$ cat src/rtl/mx_rb_pipe_if.sv
// mx_rb_pipe_if -- bundle of the write-back mux/buffer handshake signals.
//
// Handshake: a beat moves on a rising clk edge where valid && ready are both
// high; the producer holds its data stable while valid && !ready, and valid
// does not depend combinationally on ready.
//
// Signals:
//   in_data   NSRC*WIDTH  sources, source k at [k*WIDTH +: WIDTH]
//   S_MX      SEL_W       source select of the input beat
//   in_addr   AW          destination register tag of the input beat
//   in_valid / in_ready   input beat handshake
//   out       WIDTH       selected write-back data (head of buffer)
//   out_addr  AW          tag of the beat on out
//   out_valid / out_ready output beat handshake
//   sel_err               sticky illegal-select flag
//   state_dbg 2           buffer state for observation (0 EMPTY, 1 HALF, 2 FULL)
// Modports: master = beat producer / register-bank side, slave = mx_rb_pipe.
interface mx_rb_pipe_if #(
    parameter int WIDTH = 32,
    parameter int NSRC  = 3,
    parameter int SEL_W = 2,
    parameter int AW    = 5
);
    logic [NSRC*WIDTH-1:0] in_data;
    logic [SEL_W-1:0]      S_MX;
    logic [AW-1:0]         in_addr;
    logic                  in_valid;
    logic                  in_ready;
    logic [WIDTH-1:0]      out;
    logic [AW-1:0]         out_addr;
    logic                  out_valid;
    logic                  out_ready;
    logic                  sel_err;
    logic [1:0]            state_dbg;

    modport master (
        output in_data, S_MX, in_addr, in_valid, out_ready,
        input  in_ready, out, out_addr, out_valid, sel_err, state_dbg
    );

    modport slave (
        input  in_data, S_MX, in_addr, in_valid, out_ready,
        output in_ready, out, out_addr, out_valid, sel_err, state_dbg
    );
endinterface

$ cat src/rtl/mx_rb_pipe.sv
// mx_rb_pipe -- write-back source multiplexer with a 2-entry in-order buffer.
//
// Selects one of NSRC sources (0 PC, 1 DM, 2 ALU) with S_MX, tags it with
// in_addr and queues it toward the register bank. An out-of-range select
// captures zero data and raises the sticky sel_err flag.
//
// Ports:
//   clk    rising-edge clock
//   rst_n  asynchronous active-low reset; empties the buffer, clears outputs
//   bus    mx_rb_pipe_if.slave (see interface header for signal list)
//
// Build option: define MXRB_BYPASS_EN to forward a beat from input to output
// in the same cycle when the buffer is empty and the consumer is ready.
// Without it the outputs come straight from flops (1-cycle latency).
module mx_rb_pipe #(
    parameter int WIDTH = 32,
    parameter int NSRC  = 3,
    parameter int SEL_W = 2,
    parameter int AW    = 5
) (
    input  logic          clk,
    input  logic          rst_n,
    mx_rb_pipe_if.slave   bus
);
    typedef enum logic [1:0] {
        EMPTY = 2'd0,
        HALF  = 2'd1,
        FULL  = 2'd2
    } state_t;

    state_t           state, state_nx;
    logic [WIDTH-1:0] head_data, head_data_nx;
    logic [AW-1:0]    head_addr, head_addr_nx;
    logic [WIDTH-1:0] tail_data, tail_data_nx;
    logic [AW-1:0]    tail_addr, tail_addr_nx;
    logic             sel_err_q, sel_err_nx;

    logic [WIDTH-1:0] sel_data;
    logic             sel_ok;
    logic             bypass;
    logic             in_ready_i;
    logic             out_valid_i;
    logic             accept;
    logic             complete;

    // Source select; anything at or above NSRC falls through to zero.
    always_comb begin
        sel_data = '0;
        sel_ok   = 1'b0;
        for (int k = 0; k < NSRC; k++) begin
            if (bus.S_MX == SEL_W'(k)) begin
                sel_data = bus.in_data[k*WIDTH +: WIDTH];
                sel_ok   = 1'b1;
            end
        end
    end

    // Same-cycle forwarding is gated by rst_n so out stays zero during reset.
    always_comb begin
        bypass = 1'b0;
`ifdef MXRB_BYPASS_EN
        bypass = (state == EMPTY) && bus.in_valid && bus.out_ready && rst_n;
`endif
    end

    assign in_ready_i  = (state != FULL);
    assign out_valid_i = (state != EMPTY) || bypass;
    assign accept      = bus.in_valid && in_ready_i;
    assign complete    = out_valid_i && bus.out_ready;

    always_comb begin
        state_nx     = state;
        head_data_nx = head_data;
        head_addr_nx = head_addr;
        tail_data_nx = tail_data;
        tail_addr_nx = tail_addr;
        sel_err_nx   = sel_err_q | (accept && !sel_ok);
        case (state)
            EMPTY: begin
                // A bypassed beat is accepted and completed in one cycle.
                if (accept && !bypass) begin
                    state_nx     = HALF;
                    head_data_nx = sel_data;
                    head_addr_nx = bus.in_addr;
                end
            end
            HALF: begin
                case ({accept, complete})
                    2'b10: begin
                        state_nx     = FULL;
                        tail_data_nx = sel_data;
                        tail_addr_nx = bus.in_addr;
                    end
                    2'b01: state_nx = EMPTY;
                    2'b11: begin
                        head_data_nx = sel_data;
                        head_addr_nx = bus.in_addr;
                    end
                    default: ;
                endcase
            end
            FULL: begin
                if (complete) begin
                    state_nx     = HALF;
                    head_data_nx = tail_data;
                    head_addr_nx = tail_addr;
                end
            end
            default: state_nx = EMPTY;
        endcase
    end

    always_ff @(posedge clk or negedge rst_n) begin
        if (!rst_n) begin
            state     <= EMPTY;
            head_data <= '0;
            head_addr <= '0;
            tail_data <= '0;
            tail_addr <= '0;
            sel_err_q <= 1'b0;
        end else begin
            state     <= state_nx;
            head_data <= head_data_nx;
            head_addr <= head_addr_nx;
            tail_data <= tail_data_nx;
            tail_addr <= tail_addr_nx;
            sel_err_q <= sel_err_nx;
        end
    end

    assign bus.in_ready  = in_ready_i;
    assign bus.out_valid = out_valid_i;
    assign bus.out       = bypass ? sel_data : head_data;
    assign bus.out_addr  = bypass ? bus.in_addr : head_addr;
    assign bus.sel_err   = sel_err_q;
    assign bus.state_dbg = state;
endmodule

$ cat src/flat_wrapper.sv
// flat-port wrapper written by rule: the top's interface ports become plain ports
module mx_rb_pipe_flat 
#(
    parameter int WIDTH = 32,
    parameter int NSRC  = 3,
    parameter int SEL_W = 2,
    parameter int AW    = 5
)
  (clk, rst_n, bus_in_data, bus_S_MX, bus_in_addr, bus_in_valid, bus_out_ready, bus_in_ready, bus_out, bus_out_addr, bus_out_valid, bus_sel_err, bus_state_dbg);
  mx_rb_pipe_if #(.WIDTH(WIDTH), .NSRC(NSRC), .SEL_W(SEL_W), .AW(AW)) bus_i ();
  input  logic clk;
  input  logic rst_n;
  input wire logic [$bits(bus_i.in_data)-1:0] bus_in_data;
  input wire logic [$bits(bus_i.S_MX)-1:0] bus_S_MX;
  input wire logic [$bits(bus_i.in_addr)-1:0] bus_in_addr;
  input wire logic [$bits(bus_i.in_valid)-1:0] bus_in_valid;
  input wire logic [$bits(bus_i.out_ready)-1:0] bus_out_ready;
  output wire logic [$bits(bus_i.in_ready)-1:0] bus_in_ready;
  output wire logic [$bits(bus_i.out)-1:0] bus_out;
  output wire logic [$bits(bus_i.out_addr)-1:0] bus_out_addr;
  output wire logic [$bits(bus_i.out_valid)-1:0] bus_out_valid;
  output wire logic [$bits(bus_i.sel_err)-1:0] bus_sel_err;
  output wire logic [$bits(bus_i.state_dbg)-1:0] bus_state_dbg;
  assign bus_i.in_data = bus_in_data;
  assign bus_i.S_MX = bus_S_MX;
  assign bus_i.in_addr = bus_in_addr;
  assign bus_i.in_valid = bus_in_valid;
  assign bus_i.out_ready = bus_out_ready;
  assign bus_in_ready = bus_i.in_ready;
  assign bus_out = bus_i.out;
  assign bus_out_addr = bus_i.out_addr;
  assign bus_out_valid = bus_i.out_valid;
  assign bus_sel_err = bus_i.sel_err;
  assign bus_state_dbg = bus_i.state_dbg;
  mx_rb_pipe #(.WIDTH(WIDTH), .NSRC(NSRC), .SEL_W(SEL_W), .AW(AW)) u_core (.clk(clk), .rst_n(rst_n), .bus(bus_i));
endmodule
$ cat config.mk
export PLATFORM = sky130hd
export DESIGN_NAME = mx_rb_pipe_flat
export DESIGN_NICKNAME = d
export VERILOG_FILES = /design/src/rtl/mx_rb_pipe_if.sv /design/src/rtl/mx_rb_pipe.sv /design/src/flat_wrapper.sv
export SDC_FILE = /design/constraint.sdc
export NUM_CORES = 1
export LEC_CHECK = 0
export ABC_AREA = 1
export CAP_MARGIN = 25
export CORE_MARGIN = 2
export CORE_UTILIZATION = 35
export DETAILED_ROUTE_END_ITERATION = 6
export SYNTH_ARGS = -nofsm -noshare
export SYNTH_HDL_FRONTEND = slang
export SYNTH_SLANG_ARGS = --single-unit
$ cat constraint.sdc
create_clock -name clk -period 2.1 [get_ports clk]
set_clock_uncertainty 0.2 [all_clocks]
set_input_delay 0.315 -clock clk [delete_from_list [all_inputs] [get_ports clk]]
set_output_delay 0.315 -clock clk [all_outputs]
set_load 0.005 [all_outputs]
==> flow_summary.toml, run 1 <==
[pwr]
leakage_nw = 3.09
power.share.switching_pct = 36.7
power.density_cell_area_nw_per_um2 = 1170
share_clk_of_total_power_pct = 19.7
max-vdd-ir-drop_mv = 0.494
share_comb_of_total_power_pct = 44.2
internal_power_mw = 4.53
p_sw_mw = 2.63
totalPowerFinal_mw = 7.16
power_frac_seq_pct = 36.1

[timing]
finalHoldWorstSlack_ps = 246
final_min_period_over_clock_period_pct = 95.6
final_hold_viol_count = 0
worst_slew_pin_slew_ps = 637
rsz0062_at_grt = "no"
max_freq_ghz = 0.498
final_max_slew_viol_count = 0
setup-tns-final_ps = 0
worst_slack_ps = 92.8
timing.final.setup_violations = 0
timing.max_slew.rel_slack_pct = 57.5
shortest_period_the_worst_path_allows_ps = 2010

[floorplan]
io_pins = 149
chipWidth_um = 114
design.core.area_um2 = 11900
die-height_um = 114
design.die.area_um2 = 13000
std_cell_rows = 40
floorplan.initialDensity_pct = 35.7

[cts]
cts_root_buffer = "sky130_fd_sc_hd__clkbuf_16"
tritoncts.num_buffers = 9
tritoncts = "yes"
worstSkewPairLatency_ps = 330
ctsLongestPathBuffers = 2
clk_pin_slew_ps = 60
cts_setup_buffers = 0
cts.sinks = 77
cts-htree-levels = 3

[routing]
wl_per_cell_um = 14.5
detailedRoute.firstPassIterationCount = 4
drcViolationCount = 0
routed_wirelength_mm = 12.8
post_drt_via_cell_ratio = 4.93
drt_first_iter_violations = 208
routed-via-count = 4375
drtAntennaViolNets = 0

[placed_design]
place_ws_ps = -164
place.port_buffers = 148
dp.final_hpwl_mm = 8.89
gp_congestion = 0.780
placed_cells = 870
place_area_um2 = 5820

[grt]
grtUsageTotal_pct = 20.1
grt-ovfl-total = 0
grt.busiest_layer = "met2"
grt_first_pass_wirelength_mm = 20.7
grt_util_met1_pct = 26.1
grt_antenna_before_repair = 0
grt.met2_usage_pct = 34.0
first_global_vias = 4311
met3_layer_usage_reported_by_global_route_pct = 3.28
grt_max_degree = 75

[worst_setup_path]
cp_max_fo = 6
crit_type = "reg2out"
setup.worst_path.start_class = "flop"
worst-endpoint-arrival_ps = 1490
setup.worst_path.end_class = "primary output"
required_ps = 1580

[synth]
syn_nets = 711
synth.distinct_cells = 20
postSynthAreaPerCell_um2 = 7.07
synth-seq-area-share_pct = 45.3
post_synth_inst_count = 601
ys_ff_latch = 77
syn-cell-area_um2 = 4250
netlist.area_leader.share_pct = 45.3
yosys_warnings = 0
synth_top_cells_by_area = "sky130_fd_sc_hd__dfrtp_1 45%, sky130_fd_sc_hd__nand2_1 22%, sky130_fd_sc_hd__nand3_1 11%"
yosys.area.top_type = "sky130_fd_sc_hd__dfrtp_1"

[final_layout]
finalCoreUtilization_pct = 51.4
layout-area-overhead-vs-synth_pct = 43.9
share_of_layout_cells_above_drive_strength_1_pct = 5.54
post_route_cell_area_um2 = 6120
stdcell_count = 887
antennaDiodeCount = 0
finish.net_count = 845

[status]
run_status = "completed"

[min_path]
holdCritPathClass = "in2async"

[job]
max-cap-violations = 0
kinds of logic after synthesis:
kind of cell               count (synthesis)  synth area share (%)
and+or+nand+nor                          449                  44.9
DFF                                       77                  45.3
buffers and inverters                     56                  6.86
AOI/OAI and AO/OA                         16                  2.03
adders and majority gates                  3                 0.883
repair_timing:
action,4_1_cts,5_1_grt
endpoints found under the setup margin,0,38
endpoints found under the hold margin,27,0
gates resized for setup,0,4
hold buffers,1,0
cell usage after synthesis:
library cell	instances
sky130_fd_sc_hd__nor2_1	67
sky130_fd_sc_hd__inv_2	6
sky130_fd_sc_hd__buf_6	5
sky130_fd_sc_hd__o31ai_1	1
sky130_fd_sc_hd__nand3_4	1
sky130_fd_sc_hd__buf_4	5
sky130_fd_sc_hd__nand4_1	32
sky130_fd_sc_hd__nand2_2	1
sky130_fd_sc_hd__nand3_1	97
sky130_fd_sc_hd__a31o_1	1
sky130_fd_sc_hd__buf_2	20
sky130_fd_sc_hd__nor2_2	2
sky130_fd_sc_hd__o21ai_0	5
sky130_fd_sc_hd__nand2_1	249
sky130_fd_sc_hd__inv_1	11
sky130_fd_sc_hd__a21oi_1	1
sky130_fd_sc_hd__clkbuf_1	9
sky130_fd_sc_hd__dfrtp_1	77
sky130_fd_sc_hd__ha_1	3
sky130_fd_sc_hd__o21ai_1	8
flip-flops by register name (all words and copies together) (netlist names):
register              flops
u_core.bus.out           32
u_core.bus.out_addr       5
u_core.bus.sel_err        1
u_core.bus.state_dbg      2
u_core.tail_addr          5
u_core.tail_data         32
layout make-up:
class | instances | area [um2]
timing repair buffer | 162 | 1630
clock inverter | 6 | 38.8
fill | 1231 | 5790
inverter | 17 | 66.3
sequential | 77 | 1930
multi-input combinational | 468 | 2030
clock buffer | 10 | 239
tap | 147 | 184
final timing paths:
kind / from / to / slack (ps) / depth (start not counted)
setup / recovery: u_core.bus.state_dbg[1] / bus_in_ready / 90 / 2
hold / removal: rst_n / u_core.bus.state_dbg[0] / 250 / 2
setup reg to reg: u_core.bus.state_dbg[0] / u_core.bus.out[2] / 140 / 12
hold reg to reg: u_core.bus.out[29] / u_core.bus.out[29] / 280 / 2
max in group asynchronous: rst_n / u_core.tail_data[5] / 900 / 3
min in group clk: u_core.bus.out[29] / u_core.bus.out[29] / 280 / 2
critical path: stages (launching register included):
cell	delay [ps]
sky130_fd_sc_hd__dfrtp_1	450
sky130_fd_sc_hd__nand2_2	170
sky130_fd_sc_hd__clkdlybuf4s50_1	550
placed cells by master (no fill, tap or decap), drive strengths merged:
| cell type | count |
|---|---|
| nand2 | 250 |
| clkdlybuf4s50 | 147 |
| nand3 | 98 |
| dfrtp | 77 |
| nor2 | 69 |
| nand4 | 32 |
| inv | 17 |
| buf | 14 |
| o21ai | 13 |
| clkbuf | 10 |
| clkinv | 4 |
| ha | 3 |
| clkinvlp | 2 |
| a31o | 1 |
| a21oi | 1 |
| o31ai | 1 |
| dlygate4sd3 | 1 |
metal layers:
| metal | wire (um) | vias up |
|---|---|---|
| met5 | 0 | - |
| met4 | 203 | 0 |
| met3 | 820 | 17 |
| met2 | 5970 | 142 |
| met1 | 5840 | 2004 |
| li1 | - | 2212 |
power groups by stage:
stage               Combinational [mW]  Clock [mW]  Sequential, mW
CTS                               3.22        1.45            2.59
finish                            3.17        1.41            2.58
detailed placement                3.20           0            2.59
global route                      3.59        1.52            2.66
floorplan                         1.83           0            2.54
global placement                  3.12           0            2.58
(Power assumes the default switching activity.)
==> run 2, diff against run 1 <==
- ABC_AREA: 1 -> default
- PLACE_DENSITY: default -> 0.63
==> flow_summary.toml, run 2 <==
[status]
run_status = "completed"

[pwr]
totalPowerFinal_mw = 6.63
leakage_nw = 2.91
max-vdd-ir-drop_mv = 0.427
power.density_cell_area_nw_per_um2 = 1110

[final_layout]
finish.net_count = 601
antennaDiodeCount = 0
stdcell_count = 636
sequential_cell_area_um2 = 1930
post_route_cell_area_um2 = 5990
most_common_library_cell_in_the_layout_ignoring_fill_and_taps = "sky130_fd_sc_hd__clkdlybuf4s50_1"
layout-area-overhead-vs-synth_pct = 52.9
layout.filler_cells = 959
multiInputGateArea_um2 = 1870
final_cell_mix = "146 x sky130_fd_sc_hd__clkdlybuf4s50_1, 97 x sky130_fd_sc_hd__mux2i_1, 76 x sky130_fd_sc_hd__dfrtp_1, 33 x sky130_fd_sc_hd__o21ai_0"
finalCoreUtilization_pct = 55.0
share_of_layout_cells_above_drive_strength_1_pct = 12.7

[synth]
yosys.area.top_type = "sky130_fd_sc_hd__dfrtp_1"
synth-async-reset-ratio_pct = 100
post-synth-top-count-cell = "sky130_fd_sc_hd__mux2i_1"
synth_top_cells_by_area = "sky130_fd_sc_hd__dfrtp_1 49%, sky130_fd_sc_hd__mux2i_1 25%, sky130_fd_sc_hd__a2bb2oi_1 7.2%"
postSynthAreaPerCell_um2 = 11.8
netlist.area_leader.share_pct = 49.2
ys_ff_latch = 77
synth-seq-area-share_pct = 49.2
synthTopCellsByCount = "97 x sky130_fd_sc_hd__mux2i_1, 77 x sky130_fd_sc_hd__dfrtp_1, 35 x sky130_fd_sc_hd__o21ai_0"
post_synth_inst_count = 333
dominantRegCellSynth = "sky130_fd_sc_hd__dfrtp_1"
yosys_warnings = 0
synth.distinct_cells = 22
synth_edf_count = 0
syn-cell-area_um2 = 3920
syn_nets = 443

[min_path]
holdCritPathClass = "in2async"

[timing]
timing.max_slew.rel_slack_pct = 66.6
timing.final.setup_violations = 0
worst_slew_pin_slew_ps = 501
final_max_slew_viol_count = 0
final_min_period_over_clock_period_pct = 97.6
shortest_period_the_worst_path_allows_ps = 2050
setup-tns-final_ps = 0
max_freq_ghz = 0.488
final_hold_viol_count = 0

[grt]
first_global_vias = 3131
grt_first_pass_wirelength_mm = 15.3
grt-ovfl-total = 0
grt_antenna_before_repair = 0
grt_max_degree = 42
grtUsageTotal_pct = 16.6

[placed_design]
gp_congestion = 0.781
placed_cells = 617
place_area_um2 = 5730
place.port_buffers = 148
dp.final_hpwl_mm = 7.19

[worst_setup_path]
cp_slowest_cell = "sky130_fd_sc_hd__or4b_4"
r2r-end = "u_core.bus.state_dbg[1]"
rr_startpoint = "u_core.bus.state_dbg[1]"
cp_cell_sequence = "or2_4 > nand2_2 > inv_2 > buf_4 > ha_4 > or4b_4 > o21ai_1"
cp_top_family = "simple AND/OR/NAND/NOR gates"
r2r.worst_path.cells = 7
setup.worst_path.start_class = "flop"
crit_buf_inv = 2
required_ps = 2180
cp_max_fo = 4
critPathMaxStageDelay_ps = 520
timing.reg2reg.setup_slack_ps = 50
worst-endpoint-arrival_ps = 2130
setup.worst_path.end_class = "flop"
crit_type = "reg2reg"
timing.critical_path.from = "u_core.bus.state_dbg[1]"

[cts]
clk_pin_slew_ps = 80
tritoncts.num_buffers = 9
cts.sinks = 77
tritoncts = "yes"
cts_root_buffer = "sky130_fd_sc_hd__clkbuf_8"
ctsLongestPathBuffers = 2
worstSkewPairLatency_ps = 350
cts-htree-levels = 3

[routing]
drtAntennaViolNets = 0
drcViolationCount = 0
wl_per_cell_um = 15.7
routed-via-count = 3137
detailedRoute.firstPassIterationCount = 4
drt_first_iter_violations = 63
post_drt_via_cell_ratio = 4.93
routed_wirelength_mm = 9.99

[floorplan]
design.core.area_um2 = 10900
die-height_um = 110
floorplan.initialDensity_pct = 36.0
design.die.area_um2 = 12100
io_pins = 149
chipWidth_um = 110
std_cell_rows = 38

[job]
max-cap-violations = 0
## run 2: changes by cell type after synthesis, sizes merged, moves of 15 or more
cell	before	now
a2bb2oi	0	32
inv	17	2
mux2i	0	98
nand2	250	34
nand3	98	0
nand4	32	0
nor2	69	0
o21ai	13	35
## run 2: how the worst max path moves through the flow
| stage | to | slack (ps) | cells after the start |
|---|---|---|---|
| after detailed placement | u_core.bus.out_addr[0] | -110 | 8 |
| after global routing | u_core.bus.state_dbg[1] | -0.9 | 7 |
| final | u_core.bus.state_dbg[1] | 50 | 7 |
| after global placement | u_core.bus.out[6] | -80 | 8 |
| after floorplan | u_core.bus.out[10] | -20 | 10 |
| after CTS | u_core.tail_addr[1] | 50 | 8 |
## run 2: cell families (layout without fill, tap and decap cells)
kind of cell	count (synthesis)	in the layout	synth area share [%]
adders and majority gates	3	3	0.959
buffers and inverters	31	194	4.41
DFF	77	77	49.2
and+or+nand+nor	41	41	4.54
muxes	103	103	26.8
AOI/OAI and AO/OA	78	78	14.1
## run 2: layout make-up
class | count | share of cell area (%)
repair buffers | 176 | 30.1
multi-input cells | 225 | 31.1
inverters | 2 | 0.125
clock buffers | 10 | 2.30
flip-flops and latches | 77 | 32.2
well taps | 140 | 2.92
clock inverters | 6 | 1.19
## run 2: routing by layer
| metal | GRT usage, % | share of wire [%] | up-vias |
|---|---|---|---|
| met5 | 0 | 0 | - |
| met4 | 5.15 | 1.2 | 0 |
| met3 | 3.44 | 5.7 | 12 |
| met2 | 29.1 | 51 | 89 |
| met1 | 20.4 | 42 | 1509 |
| li1 | - | - | 1527 |
## run 2: repair_timing
action	in CTS	in global routing
setup buffers	0	1
gates resized for setup	0	4
endpoints found under the hold margin	36	0
endpoints found under the setup margin	0	35
hold buffers	1	0
## run 2: stage by stage
step	setup slack, ps	hold WS [ps]
after floorplan	-20.3	-181
after global placement	-82.5	105
after detailed placement	-111	111
after CTS	51.7	278
after global routing	-0.908	306
final	49.7	263
## run 2: worst register-to-register path, stage by stage (launching register included)
cell and delay (ps):
sky130_fd_sc_hd__dfrtp_2 450, sky130_fd_sc_hd__or2_4 250, sky130_fd_sc_hd__nand2_2 70, sky130_fd_sc_hd__inv_2 50
sky130_fd_sc_hd__buf_4 130, sky130_fd_sc_hd__ha_4 230, sky130_fd_sc_hd__or4b_4 520, sky130_fd_sc_hd__o21ai_1 80
## run 2: report_power, final
part | internal [mW] | switching [mW]
Sequential | 2.19 | 0.368
Combinational | 1.78 | 1.13
Clock | 0.589 | 0.574
==> run 3, diff against run 2 <==
- HOLD_SLACK_MARGIN: default -> 0.06
==> results of run 3 <==
The final DEF is identical to that of run 2; final timing and power are the same.
